===== config.mk =====
export PLATFORM = sky130hd
export DESIGN_NAME = dc_offset_remover
export DESIGN_NICKNAME = d
export VERILOG_FILES = /design/src/rtl/dc_offset_remover_pkg.sv /design/src/rtl/dc_offset_remover_adc_edge_detect.sv /design/src/rtl/dc_offset_remover.sv
export SDC_FILE = /design/constraint.sdc
export NUM_CORES = 1
export LEC_CHECK = 0
export CELL_PAD_IN_SITES_DETAIL_PLACEMENT = 0
export CELL_PAD_IN_SITES_GLOBAL_PLACEMENT = 1
export CORE_ASPECT_RATIO = 2
export CORE_MARGIN = 2
export CORE_UTILIZATION = 47
export DETAILED_ROUTE_END_ITERATION = 7
export PLACE_DENSITY_LB_ADDON = 0.15
export SLEW_MARGIN = 20
export SYNTH_ARGS = -nofsm -noshare
export SYNTH_HDL_FRONTEND = slang
export SYNTH_SLANG_ARGS = --single-unit

===== constraint.sdc =====
create_clock -name clk -period 5.81 [get_ports clk]
set_input_delay 1.162 -clock clk [delete_from_list [all_inputs] [get_ports clk]]
set_output_delay 1.162 -clock clk [all_outputs]
set_load 0.05 [all_outputs]

===== src/rtl/dc_offset_remover_pkg.sv =====
// Purpose: shared state encoding and width derivations for the DC offset remover.
// Latency: n/a (types and constant functions only).
// Backpressure: n/a.
package dc_offset_pkg;

  // FILL: first block after reset/clr, no valid average yet. RUN: average valid.
  typedef enum logic [0:0] {
    FILL = 1'b0,
    RUN  = 1'b1
  } dc_state_e;

  // Sample counter width: log2 of the (power-of-two) averaging window.
  function automatic int unsigned cnt_width(input int unsigned win);
    return (win < 2) ? 1 : $clog2(win);
  endfunction

  // Block sum width: a full block of max-code samples fits exactly.
  function automatic int unsigned sum_width(input int unsigned dw, input int unsigned win);
    return dw + cnt_width(win);
  endfunction

endpackage


===== src/rtl/dc_offset_remover_adc_edge_detect.sv =====
// Purpose: synchronise adc_clk into clk and emit a 1-clk strobe per rising edge.
// Latency: strobe is high 3 clk after the adc_clk rise is first sampled.
// Backpressure: none; rises within 4 clk of the previous strobe are dropped.
module adc_edge_detect (
  input  logic clk,
  input  logic rst_n,
  input  logic i_sig,
  output logic o_rise
);

  logic       r_sync1;
  logic       r_sync2;
  logic       r_prev;
  logic       r_rise;
  logic [1:0] r_holdoff;
  logic       w_edge;

  assign w_edge = r_sync2 & ~r_prev;
  assign o_rise = r_rise;

  // Two-flop synchroniser, edge register, and a holdoff that keeps strobes >= 4 clk apart.
  always_ff @(posedge clk or negedge rst_n) begin
    if (!rst_n) begin
      r_sync1   <= 1'b0;
      r_sync2   <= 1'b0;
      r_prev    <= 1'b0;
      r_rise    <= 1'b0;
      r_holdoff <= 2'd0;
    end else begin
      r_sync1 <= i_sig;
      r_sync2 <= r_sync1;
      r_prev  <= r_sync2;
      if (w_edge && (r_holdoff == 2'd0)) begin
        r_rise    <= 1'b1;
        r_holdoff <= 2'd3;
      end else begin
        r_rise <= 1'b0;
        if (r_holdoff != 2'd0) begin
          r_holdoff <= r_holdoff - 2'd1;
        end
      end
    end
  end

endmodule


===== src/rtl/dc_offset_remover.sv =====
// Purpose: block-average DC estimate of an ADC stream and subtract it per sample.
// Latency: data_out/out_stb 1 clk after the internal sample strobe (4 clk after adc_clk rise).
// Backpressure: none; one result per accepted adc_clk edge. Option: DC_OFFSET_REMOVER_ROUND_EN.
module dc_offset_remover
  import dc_offset_pkg::*;
#(
  parameter int DATA_WIDTH = 12,
  parameter int AVG_WINDOW = 1024
) (
  input  logic                  clk,
  input  logic                  rst_n,
  input  logic                  adc_clk,
  input  logic [DATA_WIDTH-1:0] adc_data,
  input  logic                  clr,
  output logic [DATA_WIDTH:0]   data_out,
  output logic                  out_stb,
  output logic                  en,
  output logic [DATA_WIDTH-1:0] avg_reg
);

  localparam int unsigned CW = cnt_width(AVG_WINDOW);
  localparam int unsigned SW = sum_width(DATA_WIDTH, AVG_WINDOW);
  localparam logic [CW-1:0] CNT_LAST = CW'(AVG_WINDOW - 1);

`ifdef DC_OFFSET_REMOVER_ROUND_EN
  // Round half up: bias by half a window before dropping the fraction.
  localparam logic [SW-1:0] RND = SW'(AVG_WINDOW / 2);
`else
  localparam logic [SW-1:0] RND = '0;
`endif

  logic                  w_stb;
  logic                  w_last;
  logic [SW-1:0]         w_sum_next;
  logic [SW-1:0]         w_block_total;
  logic [DATA_WIDTH-1:0] w_avg_new;
  logic [DATA_WIDTH:0]   w_diff;

  logic [SW-1:0]         r_sum;
  logic [CW-1:0]         r_cnt;
  logic [DATA_WIDTH-1:0] r_avg;
  logic [DATA_WIDTH:0]   r_data_out;
  logic                  r_out_stb;
  logic                  r_en;
  dc_state_e             r_state;

  adc_edge_detect u_edge (
    .clk    (clk),
    .rst_n  (rst_n),
    .i_sig  (adc_clk),
    .o_rise (w_stb)
  );

  // A full block of max-code samples plus the rounding bias still fits in SW bits,
  // and the shifted result always fits in DATA_WIDTH bits.
  assign w_last        = (r_cnt == CNT_LAST);
  assign w_sum_next    = r_sum + SW'(adc_data);
  assign w_block_total = w_sum_next + RND;
  assign w_avg_new     = DATA_WIDTH'(w_block_total >> CW);
  // One extra bit makes the unsigned difference an exact signed result.
  assign w_diff        = {1'b0, adc_data} - {1'b0, r_avg};

  assign data_out = r_data_out;
  assign out_stb  = r_out_stb;
  assign en       = r_en;
  assign avg_reg  = r_avg;

  // Output stage: register the DC-removed sample and pulse the strobe once per sample.
  always_ff @(posedge clk or negedge rst_n) begin
    if (!rst_n) begin
      r_data_out <= '0;
      r_out_stb  <= 1'b0;
    end else begin
      r_out_stb <= w_stb;
      if (w_stb) begin
        r_data_out <= w_diff;
      end
    end
  end

  // Accumulator, block average load and FILL/RUN tracking; clr wins over a coincident sample.
  always_ff @(posedge clk or negedge rst_n) begin
    if (!rst_n) begin
      r_sum   <= '0;
      r_cnt   <= '0;
      r_avg   <= '0;
      r_en    <= 1'b0;
      r_state <= FILL;
    end else if (clr) begin
      r_sum   <= '0;
      r_cnt   <= '0;
      r_en    <= 1'b0;
      r_state <= FILL;
    end else if (w_stb) begin
      // en follows the state seen by this sample, so it rises with the first
      // output that used a freshly loaded average.
      r_en <= (r_state == RUN);
      if (w_last) begin
        r_avg   <= w_avg_new;
        r_sum   <= '0;
        r_cnt   <= '0;
        r_state <= RUN;
      end else begin
        r_sum <= w_sum_next;
        r_cnt <= r_cnt + CW'(1);
      end
    end
  end

endmodule


# --- Word level (Yosys, flattened, before mapping) ---
# Cells that the tools add are included.
totals:
  reg_bits: 66
  elab_cells: 42
op_classes:
  n_addsub: 4
  eq_ne: 1
  n_mux: 14
  bitwise_logic: 3
  reduce_logical: 8
op_table:
  columns: ["operator", "n"]
  rows:
  - ["$mux 22", 3]
  - ["$mux 10", 3]
  - ["$add 22x12->22", 1]
  - ["$sub 12x12->13", 1]
  - ["$add 10x1->10 const B", 1]
  - ["$eq 10x10->1 const B", 1]
  - ["$reduce_bool 2->1", 4]
  - ["$mux 1", 6]
  - ["$mux 2", 2]
  - ["$reduce_and 3->1", 1]
  - ["$logic_not 2->1", 1]
  - ["$not 1->1", 2]
  - ["$reduce_and 2->1", 1]
  - ["$sub 2x1->2 const B", 1]
  - ["$and 1x1->1", 1]
  - ["$logic_and 1x1->1", 1]

# --- Longest topological paths before layout ---
# Gate-level depths: netlist (run 1).
depth:
  depth_word: 4
  ltp_mapped: 10
  depth_no_buf: 10

# --- By module ---
# A second synthesis (run 1) with hierarchy kept.
unflattened:
  cells_unflattened: 431
  area_unflattened_um2: 4061.4
by_module_without_submodules:
  columns: ["module", "n_inst", "cells_per_inst", "area_each_um2"]
  rows:
  - ["dc_offset_remover", 1, 417, 3846.2]
  - ["adc_edge_detect", 1, 14, 215.2]

# --- Worst setup path after synthesis (run 1) ---
# OpenSTA, ideal clock, no wires.
synth_path:
  kind: "input-to-reg"
  from: "input adc_data[0]"
  to: "register r_avg[4] (netlist: avg_reg[4])"
  setup_ns: 0.136
  arrival_ns: 2.904
  t_required_ns: 5.674
  slack_ns: 2.771
  stages: 10
  n_path_buf: 1
  path_cell_list: "ha_1 -> fa_1 -> nand3_1 -> nor4_4 -> o41ai_2 -> o21ai_2 -> buf_4 -> nand3_1 -> xor2_1 -> o21ai_0"
synth_between:
  elab_chain_len: 1
synth_rtl:
  columns: ["item", "line_no", "source"]
  rows:
  - ["start, declared", "dc_offset_remover.sv:13", "input logic [DATA_WIDTH-1:0] adc_data,"]
  - ["$add 22x12->22", "dc_offset_remover.sv:57", "assign w_sum_next = r_sum + SW'(adc_data);"]
  - ["end signal, assigned", "dc_offset_remover.sv:99", "r_avg <= w_avg_new;"]
  - ["end, declared", "dc_offset_remover.sv:41", "logic [DATA_WIDTH-1:0] r_avg;"]
# No other way between the ends.
# A chain may end at the register's enable or synchronous reset.

# --- Worst setup path in the final report (run 1) ---
layout_path:
  from: "input adc_data[8]"
  to: "register r_sum[20]"
layout_between:
  elab_chain_len: 4
layout_rtl:
  columns: ["item", "line_no", "source"]
  rows:
  - ["$add 22x12->22", "dc_offset_remover.sv:57", null]
  - ["$mux 22", "dc_offset_remover.sv:98", "if (w_last) begin"]
  - ["$mux 22", "dc_offset_remover.sv:94", "end else if (w_stb) begin"]
  - ["$mux 22", "dc_offset_remover.sv:89", "end else if (clr) begin"]
  - ["end signal, assigned", "dc_offset_remover.sv:104", "r_sum <= w_sum_next;"]
  - ["end, declared", "dc_offset_remover.sv:39", "logic [SW-1:0] r_sum;"]
# No other way between the ends. The select of a mux whose other input is x is not followed.

==> implementation parameters, run 1 <==
Parameter                              Value

Outcome
  Run status    completed

Cells and area
  Post-layout net count    501
  Finished Core Util    0.578
  Flip-flop count of the largest register after layout    22
  Diodes inserted    0
  Number of fill cells in the layout    767
  Area grow syn2layout    21.2%
  Fraction of final layout cells with drive strength greater than 1    0.0887

Synthesis
  Most instantiated cells after synthesis    sky130_fd_sc_hd__dfrtp_1 (66), sky130_fd_sc_hd__nand2_1 (49), sky130_fd_sc_hd__o21ai_0 (47), sky130_fd_sc_hd__inv_1 (27), sky130_fd_sc_hd__ha_1 (26)
  Mapped Nets    460
  Primary flip-flop cell chosen by synthesis mapping    sky130_fd_sc_hd__dfrtp_1
  Flip-flop and latch count after synthesis    66
  Share of the synthesized area in the top cell type    0.424
  Part of the Yosys area used for sequential elements    0.424
  Synth Instances    416
  Synthesized area per cell    9.36 µm²
  Synth Warn #    0
  Synth unique cells    49
  Largest cells by area after synthesis    sky130_fd_sc_hd__dfrtp_1 (42%), sky130_fd_sc_hd__ha_1 (8.4%), sky130_fd_sc_hd__o21ai_0 (6.0%)
  Most instantiated library cell after synthesis    sky130_fd_sc_hd__dfrtp_1
  Share of synthesized flip-flops with an asynchronous set or reset    1.00
  Number of flops mapped to enable cells by yosys    0
  Largest area contributor in the synthesized netlist    sky130_fd_sc_hd__dfrtp_1
  Syn Std Cell Area    3890 µm²

Place
  Buffers added on ports    42
  RD Place Congestion    0.860
  Detailed Place HPWL    7220 µm

Critical path
  Worst reg2reg setup slack    3250 ps
  Endpoint of the worst-slack reg-to-reg timing path    r_sum[20]
  CP max-delay cell    sky130_fd_sc_hd__or4_1
  CP peak stage delay    500 ps
  Startpoint type of the worst setup path    primary input
  Endpoint required time on the critical path    6080 ps
  Startpoint of the worst setup timing path    adc_data[8]
  Worst Reg2Reg Path Length in Cells    8
  Cell family with the largest share of critical-path delay    simple AND/OR/NAND/NOR gates
  Worst setup path end    r_sum[20]
  Arrival time at the worst endpoint    3730 ps
  Bufs and invs on worst path    1
  Crit-path cells    clkdlybuf4s50_1 > ha_1 > nand3_2 > o22ai_1 > o41ai_2 > o21ai_2 > nand2_1 > or4_1 > nand2_1
  Cell type with the highest occurrence count on the critical path    sky130_fd_sc_hd__nand2_1
  Critical path type    primary input to flip-flop
  Number of cells on the critical path    9
  Start of the worst register-to-register path    r_sum[7]
  Largest fanout on the critical path    11
  Endpoint kind of the worst setup timing path    flip-flop

GRT
  First-pass GRT wire length    15400 µm
  Global route overflow    0
  Aggregate global-route resource usage    0.233
  Via count of the first global-routing pass    3210
  Initial antenna violation count    0
  Pin count of the biggest net entering global routing    67

Power
  Overall power of the completed layout    1.62 mW
  Total power per unit cell area    344 nW/µm²
  Maximum VDD drop    0.189 mV
  Leakage Power    2.02 nW

Route
  Count of nets left with antenna violations after detail routing    0
  Initial DRC count    116
  Post-route DRC violation count    0
  Number of vias in the routed layout    3202
  Drt total wl    9650 µm
  Detailed-routing iteration count for the pre-antenna-repair pass    4
  Via density per instance    5.72
  Wire per inst    17.2 µm

Clocking
  CTS Hold Buffers Added    0
  Number of setup buffers added after CTS    0
  Clock network latency to the later pin of the worst-skew pair    340 ps
  PostCTS Resize Cnt    0
  Clk sinks    66
  Root buffer cell    sky130_fd_sc_hd__clkbuf_16
  Worst-path clk slew    60 ps
  CTS H-tree depth    3
  TritonCTS clock tree    yes
  Clock buffer depth    2
  Number of buffers inserted during clock tree synthesis    9

Worst hold path
  Depth of the worst hold-timing path    0
  Classification of the worst-slack hold path    flip-flop to flip-flop

Floorplanning
  Die extent in x    68.4 µm
  Initial cell density of the core    0.477
  Standard cell core area    8170 µm²
  Die Ht    133 µm
  I/O pins    43
  Placement Rows    47
  Die footprint    9080 µm²

Timing
  Max Transition Viols Final    0
  Peak Freq    0.289 GHz
  Final critical-path required period    3460 ps
  Number of endpoints failing setup at the final stage    0
  Hold Vio Cnt, Final    0
  Final setup skew    6.47 ps
  Final-layout setup total negative slack    0 ps
  Slew margin rel.    0.362
  Slew @ Worst Pin    957 ps
  Setup repair after global routing missed its margin    false
  Portion of the clock cycle consumed by the worst path in the final layout    0.595

Job
  # Max-Cap Violations    0
## metal layers
metal  up-vias  global-route usage  part of all wire
met5         -                   0                 0
met4         0               0.132             0.040
met3        28              0.0366             0.021
met2        66               0.430              0.58
met1      1549               0.229              0.36
li1       1559                   -                 -
## cells by family (layout without fill, tap and decap cells)
| family | Yosys count | in the layout | synth area share |
|---|---|---|---|
| adders and majority gates | 28 | 28 | 0.0938 |
| xor gates and xnor gates | 33 | 33 | 0.0742 |
| buffers and inverters | 42 | 88 | 0.0414 |
| and+or+nand+nor | 117 | 117 | 0.144 |
| DFF | 66 | 66 | 0.424 |
| muxes | 13 | 13 | 0.0366 |
| AOI/OAI and AO/OA | 117 | 117 | 0.186 |
## worst reg2reg max path, stage by stage, from the launching register on
cell	delay, ps
sky130_fd_sc_hd__dfrtp_1	380
sky130_fd_sc_hd__ha_1	390
sky130_fd_sc_hd__nand3_2	190
sky130_fd_sc_hd__o22ai_1	330
sky130_fd_sc_hd__o41ai_2	140
sky130_fd_sc_hd__o21ai_2	380
sky130_fd_sc_hd__nand2_1	120
sky130_fd_sc_hd__or4_1	500
sky130_fd_sc_hd__nand2_1	80
## worst min-delay path by stage
stage	from	to	slack, ps
2_1_floorplan	u_edge.r_sync1	u_edge.r_sync2	330
4_1_cts	u_edge.r_sync1	u_edge.r_sync2	380
6_report	u_edge.r_sync1	u_edge.r_sync2	370
5_1_grt	u_edge.r_sync1	u_edge.r_sync2	380
3_5_place_dp	u_edge.r_sync1	u_edge.r_sync2	360
3_3_place_gp	u_edge.r_sync1	u_edge.r_sync2	340
## report_power, final
group	internal [mW]	switching, mW	leakage (nW)
Sequential	0.524	0.0336	0.879
Clock	0.357	0.213	0.148
Combinational	0.181	0.314	0.994
## layout by cell type, fill, tap and decap left out, types with 2 or more instances in the layout
cell	n
sky130_fd_sc_hd__dfrtp_1	66
sky130_fd_sc_hd__nand2_1	49
sky130_fd_sc_hd__o21ai_0	47
sky130_fd_sc_hd__clkdlybuf4s50_1	41
sky130_fd_sc_hd__inv_1	27
sky130_fd_sc_hd__ha_1	26
sky130_fd_sc_hd__a21oi_1	23
sky130_fd_sc_hd__nor2_1	20
sky130_fd_sc_hd__xor2_1	18
sky130_fd_sc_hd__xnor2_1	15
sky130_fd_sc_hd__nand3_1	13
sky130_fd_sc_hd__mux2_2	10
sky130_fd_sc_hd__clkbuf_16	9
sky130_fd_sc_hd__a31oi_1	7
sky130_fd_sc_hd__nand4_1	6
sky130_fd_sc_hd__a21o_1	6
sky130_fd_sc_hd__o31ai_1	6
sky130_fd_sc_hd__o21a_1	4
sky130_fd_sc_hd__nor3_1	4
sky130_fd_sc_hd__and3_1	4
sky130_fd_sc_hd__or3_1	3
sky130_fd_sc_hd__o21ai_1	3
sky130_fd_sc_hd__a211oi_1	3
sky130_fd_sc_hd__nor4_1	3
sky130_fd_sc_hd__mux2i_1	3
sky130_fd_sc_hd__a22o_1	3
sky130_fd_sc_hd__buf_4	3
sky130_fd_sc_hd__nor3b_1	2
sky130_fd_sc_hd__and2_1	2
sky130_fd_sc_hd__o22ai_1	2
sky130_fd_sc_hd__a211oi_2	2
sky130_fd_sc_hd__nor2b_1	2
sky130_fd_sc_hd__nand2b_1	2
sky130_fd_sc_hd__a311oi_1	2
sky130_fd_sc_hd__or4_1	2
sky130_fd_sc_hd__fa_1	2
sky130_fd_sc_hd__clkinvlp_4	2
sky130_fd_sc_hd__clkbuf_8	2
sky130_fd_sc_hd__clkinv_4	2
## final cells by class
| class | count | area, µm² | share of cell area |
|---|---|---|---|
| clock buffer | 11 | 253 | 0.0535 |
| clock inverter | 5 | 62.6 | 0.0133 |
| inverter | 27 | 101 | 0.0215 |
| multi-input combinational | 308 | 2090 | 0.443 |
| sequential | 66 | 1650 | 0.350 |
| tap | 98 | 123 | 0.0260 |
| timing repair buffer | 45 | 438 | 0.0928 |
## per-stage QoR
stage / area, µm² / setup slack (ps) / cells / hold slack (ps)
after global routing: 4720 / 2110 / 560 / 378
after global placement: 4410 / 2040 / 544 / 336
final: 4720 / 2350 / 560 / 368
after detailed placement: 4410 / 2020 / 544 / 365
after CTS: 4720 / 2360 / 560 / 378
after floorplan: 3890 / 2770 / 416 / 331
(Power assumes the default switching activity.)
==> run 2: changes to the inputs <==
--- a/config.mk
+++ b/config.mk
@@ -9,7 +9,7 @@
 export CELL_PAD_IN_SITES_GLOBAL_PLACEMENT = 1
 export CORE_ASPECT_RATIO = 2
 export CORE_MARGIN = 2
-export CORE_UTILIZATION = 47
+export CORE_UTILIZATION = 39
 export DETAILED_ROUTE_END_ITERATION = 7
 export PLACE_DENSITY_LB_ADDON = 0.15
 export SLEW_MARGIN = 20
==> constraint.sdc (replaced) <==
create_clock -name clk -period 3.05 [get_ports clk]
set_input_delay 0.61 -clock clk [delete_from_list [all_inputs] [get_ports clk]]
set_output_delay 0.61 -clock clk [all_outputs]
set_load 0.05 [all_outputs]
==> implementation parameters, run 2 (synthesis results as in run 1) <==
Parameter                              Value

Place
  Buffers added on ports    42
  RD Place Congestion    0.874
  Cell area after placement    4650 µm²
  Detailed Place HPWL    7950 µm

Clocking
  TritonCTS clock tree    yes
  PostCTS Resize Cnt    0
  CTS H-tree depth    3
  Clock buffer depth    2
  Number of setup buffers added after CTS    0
  Clk sinks    66
  Number of buffers inserted during clock tree synthesis    9
  Worst-path clk slew    60 ps
  CTS Hold Buffers Added    0
  Clock network latency to the later pin of the worst-skew pair    330 ps
  Root buffer cell    sky130_fd_sc_hd__clkbuf_16

Critical path
  Endpoint kind of the worst setup timing path    flip-flop
  Largest fanout on the critical path    10
  Bufs and invs on worst path    1
  Cell type with the highest occurrence count on the critical path    sky130_fd_sc_hd__nand2_1
  CP max-delay cell    sky130_fd_sc_hd__or4_1
  Critical path type    primary input to flip-flop
  Arrival time at the worst endpoint    3140 ps
  Startpoint of the worst setup timing path    adc_data[8]
  Cell family with the largest share of critical-path delay    simple AND/OR/NAND/NOR gates
  Start of the worst register-to-register path    r_sum[8]
  Endpoint required time on the critical path    3320 ps
  Crit-path cells    clkdlybuf4s50_1 > ha_1 > nand3_2 > o22ai_1 > o41ai_2 > o21ai_2 > nand2_1 > or4_1 > nand2_1
  CP peak stage delay    510 ps
  Startpoint type of the worst setup path    primary input

Timing
  Final critical-path required period    2870 ps
  Number of endpoints failing setup at the final stage    0
  Hold Vio Cnt, Final    0
  Max Transition Viols Final    0
  Peak Freq    0.349 GHz
  Final setup skew    6.67 ps
  Setup repair after global routing missed its margin    false
  Portion of the clock cycle consumed by the worst path in the final layout    0.940
  Slew margin rel.    0.491
  Slew @ Worst Pin    763 ps

Cells and area
  Finished Core Util    0.510
  Fraction of final layout cells with drive strength greater than 1    0.132
  Flip-flop count of the largest register after layout    22
  Post-layout net count    527
  Most frequent standard cell in the layout excluding fill and tap cells    sky130_fd_sc_hd__dfrtp_1
  Diodes inserted    0
  Top library cells by usage in the layout, fill and taps aside    sky130_fd_sc_hd__dfrtp_1 (66), sky130_fd_sc_hd__nand2_1 (49), sky130_fd_sc_hd__o21ai_0 (47)
  Layout Cell Area excl Fill    4950 µm²
  Area grow syn2layout    27.0%

Floorplanning
  Standard cell core area    9700 µm²
  I/O pins    43
  Initial cell density of the core    0.402
  Placement Rows    51
  Die footprint    10900 µm²
  Die extent in x    74.7 µm
  Die Ht    145 µm

Route
  Drt total wl    10300 µm
  Detailed-routing iteration count for the pre-antenna-repair pass    4
  Wire per inst    16.7 µm
  Number of vias in the routed layout    3259
  Post-route DRC violation count    0
  Count of nets left with antenna violations after detail routing    0
  Initial DRC count    113
  Via density per instance    5.27

GRT
  Initial antenna violation count    0
  First-pass GRT wire length    16700 µm
  Global route overflow    0
  Pin count of the biggest net entering global routing    38
  Aggregate global-route resource usage    0.205
  Via count of the first global-routing pass    3398

Power
  Overall power of the completed layout    3.08 mW
  Leakage Power    2.15 nW
  Total power per unit cell area    623 nW/µm²
  Maximum VDD drop    0.357 mV

Outcome
  Run status    completed

Job
  # Max-Cap Violations    0

Worst hold path
  Classification of the worst-slack hold path    primary input to async pin
## run 2: cell count changes in the layout (fill, tap and decap cells not counted)
cell / delta
sky130_fd_sc_hd__clkinv_2: +2
sky130_fd_sc_hd__nor2_2: -1
sky130_fd_sc_hd__buf_4: +25
sky130_fd_sc_hd__clkinv_4: -2
sky130_fd_sc_hd__clkinvlp_4: -2
sky130_fd_sc_hd__nor2_1: +1
sky130_fd_sc_hd__buf_12: +1
## run 2: area by class of cell
| cell class | instances | area (µm²) |
|---|---|---|
| clock inverters | 3 | 40.0 |
| clock buffers | 11 | 253 |
| fillers | 952 | 4750 |
| flip-flops and latches | 66 | 1650 |
| well taps | 132 | 165 |
| repair buffers | 71 | 646 |
| inverters | 27 | 101 |
| multi-input cells | 308 | 2090 |
## run 2: routing by layer
metal  global-route usage  up-vias  share of wire
li1                     -     1614              -
met1                0.207     1569           0.35
met2                0.385       58           0.59
met3               0.0353       18          0.028
met4               0.0929        0          0.024
met5                    0        -              0
## run 2: worst paths after layout
| path | to | slack, ps | cells past startpoint |
|---|---|---|---|
| max | r_sum[18] | 180 | 9 |
| min | data_out[10] | 340 | 1 |
| max reg2reg | r_sum[18] | 530 | 8 |
| min reg2reg | u_edge.r_sync2 | 370 | 0 |
| max in group asynchronous | u_edge.r_sync2 | 2040 | 2 |
| min in group clk | u_edge.r_sync2 | 370 | 0 |
## run 2: stage by stage
step	setup slack, ps	setup TNS [ps]	hold slack, ps	cells
finish	182	0	342	618
floorplan	563	0	314	416
global placement	-129	-520	340	604
detailed placement	-144	-777	346	604
global route	33.5	0	370	618
CTS	190	0	364	618
## run 2: report_power, final
group	internal (mW)	switching [mW]	total, mW
sequential	0.999	0.0620	1.06
clock	0.665	0.368	1.03
combinational	0.376	0.609	0.985
total	2.04	1.04	3.08
==> run 3: changes to the inputs <==
--- a/config.mk
+++ b/config.mk
@@ -9,7 +9,7 @@
 export CELL_PAD_IN_SITES_GLOBAL_PLACEMENT = 1
 export CORE_ASPECT_RATIO = 2
 export CORE_MARGIN = 2
-export CORE_UTILIZATION = 39
+export CORE_UTILIZATION = 44
 export DETAILED_ROUTE_END_ITERATION = 7
 export PLACE_DENSITY_LB_ADDON = 0.15
 export SLEW_MARGIN = 20
==> constraint.sdc (replaced) <==
create_clock -name clk -period 2.7 [get_ports clk]
set_input_delay 0.54 -clock clk [delete_from_list [all_inputs] [get_ports clk]]
set_output_delay 0.54 -clock clk [all_outputs]
set_load 0.05 [all_outputs]
==> implementation parameters, run 3 (synthesis results as in run 1) <==
Parameter                              Value

Critical path
  Critical path type    primary input to flip-flop
  Arrival time at the worst endpoint    2860 ps
  Startpoint type of the worst setup path    primary input
  Largest fanout on the critical path    4
  Worst Reg2Reg Path Length in Cells    9
  Endpoint kind of the worst setup timing path    flip-flop
  Endpoint required time on the critical path    2950 ps

Route
  Number of vias in the routed layout    3461
  Detailed-routing iteration count for the pre-antenna-repair pass    4
  Drt total wl    10400 µm
  Initial DRC count    134
  Via density per instance    5.74
  Count of nets left with antenna violations after detail routing    0
  Top routing layer used    met4
  Detailed route wirelength on metal2    5800 µm
  Wl on met1    3740 µm
  Wire per inst    17.2 µm
  Post-route DRC violation count    0
  Routed wl met3    383 µm

Timing
  Hold Vio Cnt, Final    0
  Max Transition Viols Final    0
  Final setup skew    7.90 ps
  Slew @ Worst Pin    754 ps
  Slew margin rel.    0.496
  Final critical-path required period    2620 ps
  Portion of the clock cycle consumed by the worst path in the final layout    0.969
  Peak Freq    0.382 GHz
  Final Hold Slack    172 ps
  Number of endpoints failing setup at the final stage    0
  Min setup slack post-route    83.8 ps

Clocking
  Number of buffers inserted during clock tree synthesis    9
  Clk sinks    66
  Clock network latency to the later pin of the worst-skew pair    340 ps
  Number of setup buffers added after CTS    0
  CTS H-tree depth    3
  CTS Hold Buffers Added    0
  Clock buffer depth    2
  TritonCTS clock tree    yes
  Root buffer cell    sky130_fd_sc_hd__clkbuf_16
  Worst-path clk slew    60 ps

Place
  Worst slack, placed    -376 ps
  Buffers added on ports    42
  Placed insts    586
  Detailed Place HPWL    7780 µm
  RD Place Congestion    0.922
  Cell area after placement    4730 µm²

Floorplanning
  Initial cell density of the core    0.454
  Placement Rows    48
  Standard cell core area    8590 µm²
  Die footprint    9670 µm²
  Die extent in x    70.5 µm
  I/O pins    43
  Die Ht    137 µm

Cells and area
  Post-layout net count    542
  Layout Cell Area excl Fill    5260 µm²
  Area grow syn2layout    35.1%
  Diodes inserted    0
  Area used by sequential logic in the layout    1650 µm²
  Multi-input logic area    2270 µm²
  Finished Core Util    0.613
  Flip-flop count of the largest register after layout    22
  Fraction of final layout cells with drive strength greater than 1    0.195
  Number of cells in the finished layout apart from fillers    603
  Most frequent standard cell in the layout excluding fill and tap cells    sky130_fd_sc_hd__dfrtp_1
  Top library cells by usage in the layout, fill and taps aside    sky130_fd_sc_hd__dfrtp_1 (66), sky130_fd_sc_hd__nand2_1 (49), sky130_fd_sc_hd__o21ai_0 (46)
  Number of fill cells in the layout    760

Worst hold path
  Classification of the worst-slack hold path    primary input to async pin

Power
  Part of the total power dissipated in combinational logic    0.316
  Internal power component    2.49 mW
  Clk pwr share    0.361
  Leakage Power    2.28 nW
  Switching share of power    0.329
  Net Sw Power    1.22 mW
  Maximum VDD drop    0.443 mV
  Total power per unit cell area    706 nW/µm²
  Portion of total power attributed to sequential cells    0.324

Outcome
  Run status    completed

GRT
  Via count of the first global-routing pass    3423
  First-pass GRT wire length    16500 µm
  Pin count of the biggest net entering global routing    46
  Initial antenna violation count    0
  Global route overflow    0
  Aggregate global-route resource usage    0.224

Job
  # Max-Cap Violations    0
[run 3: layout make-up]
cell class	instances	share of cell area
multi-input cells	309	0.432
well taps	100	0.0238
repair buffers	85	0.147
clock buffers	11	0.0442
inverters	27	0.0193
clock inverters	5	0.0195
flip-flops and latches	66	0.314
[run 3: per-stage QoR]
step | TNS [ps] | power (mW)
after floorplan | 0 | 1.93
after global placement | -6910 | 2.33
after detailed placement | -8150 | 2.36
after CTS | 0 | 3.71
after global routing | -10.7 | 3.86
final | 0 | 3.71
[run 3: critical path: stages]
cell	delay [ps]
sky130_fd_sc_hd__clkdlybuf4s50_1	440
sky130_fd_sc_hd__ha_2	400
sky130_fd_sc_hd__nand3_4	140
sky130_fd_sc_hd__buf_4	160
sky130_fd_sc_hd__nor2_1	110
sky130_fd_sc_hd__o21ai_1	150
sky130_fd_sc_hd__a31o_2	310
sky130_fd_sc_hd__a211oi_4	310
sky130_fd_sc_hd__a21oi_1	110
sky130_fd_sc_hd__a31oi_1	180
[run 3: layer usage]
metal | track usage | vias to the layer above
li1 | - | 1643
met1 | 0.223 | 1684
met2 | 0.422 | 98
met3 | 0.0530 | 36
met4 | 0.116 | 0
met5 | 0 | -
[run 3: power groups by stage]
stage | Sequential (mW) | Combinational, mW | Clock [mW]
detailed placement | 1.22 | 1.14 | 0
global placement | 1.21 | 1.12 | 0
CTS | 1.20 | 1.15 | 1.36
global route | 1.22 | 1.25 | 1.39
finish | 1.20 | 1.17 | 1.34
floorplan | 1.57 | 0.364 | 0
[run 3: worst paths after layout]
check                               start             end  slack, ps
setup / recovery              adc_data[7]       r_sum[17]         80
hold / removal                      rst_n     data_out[2]        170
setup reg to reg                 r_sum[0]       r_sum[20]        330
hold reg to reg            u_edge.r_sync1  u_edge.r_sync2        360
max in group asynchronous           rst_n   u_edge.o_rise       1890
min in group clk           u_edge.r_sync1  u_edge.r_sync2        360
[run 3: repair_timing]
action	CTS	global route
pin swaps	3	6
setup endpoints to repair	6	18
resized for setup	10	24
gates cloned	1	0
==> variant 1, RTL diff (settings of run 3) <==
`AVG_WINDOW`: 1024 -> 256.
--- a/src/rtl/dc_offset_remover.sv
+++ b/src/rtl/dc_offset_remover.sv
@@ -7,3 +7,3 @@
   parameter int DATA_WIDTH = 12,
-  parameter int AVG_WINDOW = 1024
+  parameter int AVG_WINDOW = 256
 ) (
Behaviour: no difference found for any inputs over 10 cycles, from zero or initial values and one cycle with rst_n low; that may be too few to reach the edited logic, so the function may still have changed.
==> variant 1 against run 3 <==
  * Register-to-register slack gained 0.04 ns
  * Wire length fell by 0.63%
  * Sequential cell count decreased by 4
  * Cell area about the same
  * Critical path depth is 1 lower
  * Synthesized area rose by 2.0%
  * Die area is 1.9% higher
  * Worst setup slack improved by 0.055 ns
  * Power about the same
  * Combinational power up 3%
  * Critical path type unchanged
  * Critical endpoint is now data_out[10]
==> variant 1: results (changes against run 3) <==
\begin{tabular}{lr}
\hline
Metric & Value \\
\hline
\multicolumn{2}{l}{\textbf{Synth}} \\
\quad Top cells by area, synth & sky130\_fd\_sc\_hd\_\_dfrtp\_1 (39\%), sky130\_fd\_sc\_hd\_\_ha\_1 (8.2\%), sky130\_fd\_sc\_hd\_\_xnor2\_1 (4.2\%) \\
\quad Number of distinct library cells after synthesis & 65 (+33\%) \\
\quad Compound-cell area share of the yosys netlist & 20.72\% (+2.2 points) \\
\quad Top cell types by occurrence after synthesis & sky130\_fd\_sc\_hd\_\_dfrtp\_1 (62), sky130\_fd\_sc\_hd\_\_inv\_1 (37), sky130\_fd\_sc\_hd\_\_nand2\_1 (33), sky130\_fd\_sc\_hd\_\_nor2\_1 (33), sky130\_fd\_sc\_hd\_\_ha\_1 (26) \\
\quad Average cell area after synthesis & 9.666 sq um (+3.2\%) \\
\quad Xor and xnor area share after synthesis & 5.732\% (-1.7 points) \\
\quad Post-synthesis mux area share & 4.378\% (+0.72 points) \\
\quad Net count of the mapped netlist & 455 (-1.1\%) \\
\multicolumn{2}{l}{\textbf{Power}} \\
\quad Peak ir drop on the vdd network & 0.5370 mV (+21\%) \\
\quad Comb power frac & 32.6\% (+1.0 points) \\
\quad LEAKAGE & 2.328 nW (+2.0\%) \\
\multicolumn{2}{l}{\textbf{GRT}} \\
\quad Largest net degree at the start of global routing & 37 (-20\%) \\
\quad M2 GR Usage & 40.35\% (-1.9 points) \\
\quad First-pass GRT wire length & 16.95 mm (+2.6\%) \\
\quad Overall global routing resource usage & 22.36\% (-0.053 points) \\
\quad Met3 GRT Util & 4.300\% (-1.0 points) \\
\quad Met1 routing resource usage after global routing & 22.98\% (+0.69 points) \\
\quad Via count of the first global-routing pass & 3,504 (+2.4\%) \\
\multicolumn{2}{l}{\textbf{Timing}} \\
\quad Worst slew margin & 55.14\% (+5.5 points) \\
\quad Setup Skew & 0.008945 ns (+0.001042 ns) \\
\quad Final worst-path cycle share & 94.88\% (-2.0 points) \\
\multicolumn{2}{l}{\textbf{Place}} \\
\quad Dpl ws & -0.3121 ns (+0.06416 ns) \\
\quad Post-DP HPWL & 8.120 mm (+4.3\%) \\
\multicolumn{2}{l}{\textbf{Route}} \\
\quad Met2 layer wire length in the routed design & 5.679 mm (-2.1\%) \\
\quad Number of vias in the routed layout & 3,387 (-2.1\%) \\
\quad WL final & 10.31 mm (-0.63\%) \\
\quad Detailed route wirelength on metal3 & 339 um (-11\%) \\
\multicolumn{2}{l}{\textbf{Cells and area}} \\
\quad Layout cells sized above 1 & 22.18\% (+2.7 points) \\
\quad Number of flip-flops in the largest register & 20 (-9.1\%) \\
\quad Number of fill cells & 776 (+2.1\%) \\
\multicolumn{2}{l}{\textbf{Setup path}} \\
\quad Critical Path End & data\_out[10] \\
\quad Flop2flop setup slack & 0.37 ns (+0.04 ns) \\
\quad Startpoint of the worst-slack reg-to-reg timing path & avg\_reg[0] \\
\multicolumn{2}{l}{\textbf{Run status}} \\
\quad Result of the run & completed \\
\hline
\end{tabular}
[variant 1: cell count changes after synthesis, sizes merged, moves of 5 or more]
| cell | change |
|---|---|
| nor2 | +12 |
| xor2 | -11 |
| nor3 | +11 |
| clkbuf | -5 |
| nand2 | -16 |
| a22o | +5 |
| o21ai | -14 |
| inv | +10 |
| a21oi | -5 |
[variant 1: metrics by stage]
stage          util (%)  cell area [sq um]  hold slack, ns  power (mW)
2_1_floorplan         -               3973          0.2444       1.933
6_report          59.23               5265          0.2375       3.716
4_1_cts           59.01               5246          0.2594       3.753
3_3_place_gp      55.07               4896          0.3465       2.364
5_1_grt           59.23               5265          0.3033       3.890
3_5_place_dp      55.07               4896          0.3378       2.381
[variant 1: cell type report]
type / instances / area share (%)
clock buffer: 13 / 4.943
clock inverter: 3 / 1.711
inverter: 37 / 2.638
multi-input combinational: 298 / 42.23
sequential: 62 / 29.47
tap: 102 / 2.424
timing repair buffer: 101 / 16.59
[variant 1: critical path: stages]
cell	delay (ns)
sky130_fd_sc_hd__clkdlybuf4s50_1	0.47
sky130_fd_sc_hd__inv_1	0.10
sky130_fd_sc_hd__fa_1	0.45
sky130_fd_sc_hd__nand2b_1	0.19
sky130_fd_sc_hd__a21oi_2	0.17
sky130_fd_sc_hd__nor3_2	0.07
sky130_fd_sc_hd__o311ai_2	0.34
sky130_fd_sc_hd__nor4_1	0.08
sky130_fd_sc_hd__or3_1	0.35
[variant 1: timing repair]
action                     CTS  global route
setup buffers                0             1
hold buffers                 0             0
gates resized for setup      0             4
setup endpoints to repair    0             8
[variant 1: logic make-up after synthesis]
family,Yosys count
adders and majority gates,28
and+or+nand+nor,120
xor gates and xnor gates,26
muxes,16
DFF,62
buffers and inverters,51
AOI/OAI and AO/OA,108
==> variant 2, RTL diff (settings of run 3) <==
Without the edit above. Add an input register stage for `adc_data` and `clr`, without a reset; this delays them by one clock.
--- a/src/rtl/dc_offset_remover.sv
+++ b/src/rtl/dc_offset_remover.sv
@@ -23,2 +23,10 @@
   localparam logic [CW-1:0] CNT_LAST = CW'(AVG_WINDOW - 1);
+
+  logic [DATA_WIDTH-1:0] adc_data_q;
+  logic clr_q;
+
+  always_ff @(posedge clk) begin
+    adc_data_q <= adc_data;
+    clr_q      <= clr;
+  end
 
@@ -56,3 +64,3 @@
   assign w_last        = (r_cnt == CNT_LAST);
-  assign w_sum_next    = r_sum + SW'(adc_data);
+  assign w_sum_next    = r_sum + SW'(adc_data_q);
   assign w_block_total = w_sum_next + RND;
@@ -60,3 +68,3 @@
   // One extra bit makes the unsigned difference an exact signed result.
-  assign w_diff        = {1'b0, adc_data} - {1'b0, r_avg};
+  assign w_diff        = {1'b0, adc_data_q} - {1'b0, r_avg};
 
@@ -88,3 +96,3 @@
       r_state <= FILL;
-    end else if (clr) begin
+    end else if (clr_q) begin
       r_sum   <= '0;
Check against the original RTL: not equivalent (Yosys sat finds a counterexample within 10 cycles, from zero or initial values and one cycle with rst_n low).
==> variant 2 against run 3 <==
  * Synthesized area is 5.4% higher
  * Largest cell class unchanged
  * Clock skew shrank 0.0032 ns
  * Wire length is 5.5% lower
  * Power increased by 1.8%
  * Die area grew 5.1%
  * Worst setup slack gained 0.12 ns
  * Sequential cell count is 13 higher
  * Cell area down 5.3%
==> variant 2: results (changes against run 3) <==
\begin{tabular}{lr}
\hline
Metric & Value \\
\hline
\multicolumn{2}{l}{\textbf{Cells and area}} \\
\quad Sequential standard cell area & 1912 sq um (+16\%) \\
\quad Final nets & 503 (-7.2\%) \\
\quad Number of standard cells in the layout, taps in and fillers out & 566 (-6.1\%) \\
\quad Layout cells sized above 1 & 8.405\% (-11 points) \\
\quad Multi-input combinational cell count & 298 (-3.6\%) \\
\quad FFs \& Latches & 79 (+20\%) \\
\quad Invs w/o clock & 22 (-19\%) \\
\quad Number of fill cells & 819 (+7.8\%) \\
\quad Multi-input combinational area share & 41.27\% (-1.9 points) \\
\multicolumn{2}{l}{\textbf{Synth}} \\
\quad Proportion of synthesized chip area in sequential cells & 46.59\% (+4.2 points) \\
\quad Average cell area after synthesis & 9.961 sq um (+6.4\%) \\
\quad Cell area after synthesis & 4104 sq um (+5.4\%) \\
\quad Post-synthesis mux area share & 2.683\% (-0.98 points) \\
\quad Share of the synthesized area in the top cell type & 40.24\% (-2.2 points) \\
\quad Net count of the mapped netlist & 456 (-0.87\%) \\
\quad Top cell types by occurrence after synthesis & sky130\_fd\_sc\_hd\_\_dfrtp\_1 (66), sky130\_fd\_sc\_hd\_\_nor2\_1 (37), sky130\_fd\_sc\_hd\_\_nand2\_1 (30), sky130\_fd\_sc\_hd\_\_ha\_1 (26), sky130\_fd\_sc\_hd\_\_o21ai\_0 (24) \\
\quad Share of synthesized cell area in full adder, half adder and majority cells & 8.902\% (-0.48 points) \\
\multicolumn{2}{l}{\textbf{Setup path}} \\
\quad Peak fanout along the critical path & 6 (+2) \\
\quad Number of cells on the worst reg-to-reg path & 8 (-1) \\
\multicolumn{2}{l}{\textbf{Timing}} \\
\quad Setup Skew & 0.004749 ns (-0.003154 ns) \\
\quad Hold Slack & 0.2131 ns (+0.04144 ns) \\
\quad Slew @ Worst Pin & 0.6531 ns (-0.1013 ns) \\
\multicolumn{2}{l}{\textbf{Run status}} \\
\quad Result of the run & completed \\
\multicolumn{2}{l}{\textbf{Power}} \\
\quad LEAKAGE & 2.174 nW (-4.7\%) \\
\quad Clock share of power & 35.1\% (-1.0 points) \\
\multicolumn{2}{l}{\textbf{Place}} \\
\quad GP Congestion & 0.8662 (-6.1\%) \\
\quad Placed instance count & 550 (-6.1\%) \\
\quad Post-DP HPWL & 7.242 mm (-7.0\%) \\
\quad Instance area after placement & 4659 sq um (-1.5\%) \\
\multicolumn{2}{l}{\textbf{Route}} \\
\quad Number of DRC violations after detailed-routing iteration 0 & 165 (+23\%) \\
\quad Detailed-routing wirelength on met1 & 3.845 mm (+2.7\%) \\
\multicolumn{2}{l}{\textbf{GRT}} \\
\quad M2 GR Usage & 37.23\% (-5.0 points) \\
\quad Via count of the first global-routing pass & 3,253 (-5.0\%) \\
\hline
\end{tabular}
## variant 2: worst max-delay path by stage
stage,from,to,slack (ns),cells after the start
after floorplan,avg_reg[1],data_out[11],0.33,8
after global placement,r_sum[0],r_sum[16],0.28,8
after detailed placement,r_sum[0],r_sum[18],0.24,8
after CTS,r_sum[0],r_sum[16],0.21,8
after global routing,r_sum[0],r_sum[16],0.04,8
final,r_sum[0],r_sum[16],0.21,8
## variant 2: critical path: stages (launching register included)
cell and delay [ns]:
sky130_fd_sc_hd__dfrtp_1 0.37, sky130_fd_sc_hd__ha_1 0.22, sky130_fd_sc_hd__fa_1 0.43, sky130_fd_sc_hd__a211oi_1 0.32, sky130_fd_sc_hd__o211ai_1 0.16, sky130_fd_sc_hd__nor3b_2 0.22, sky130_fd_sc_hd__or2_2 0.33, sky130_fd_sc_hd__a41oi_1 0.25
sky130_fd_sc_hd__a31oi_1 0.06
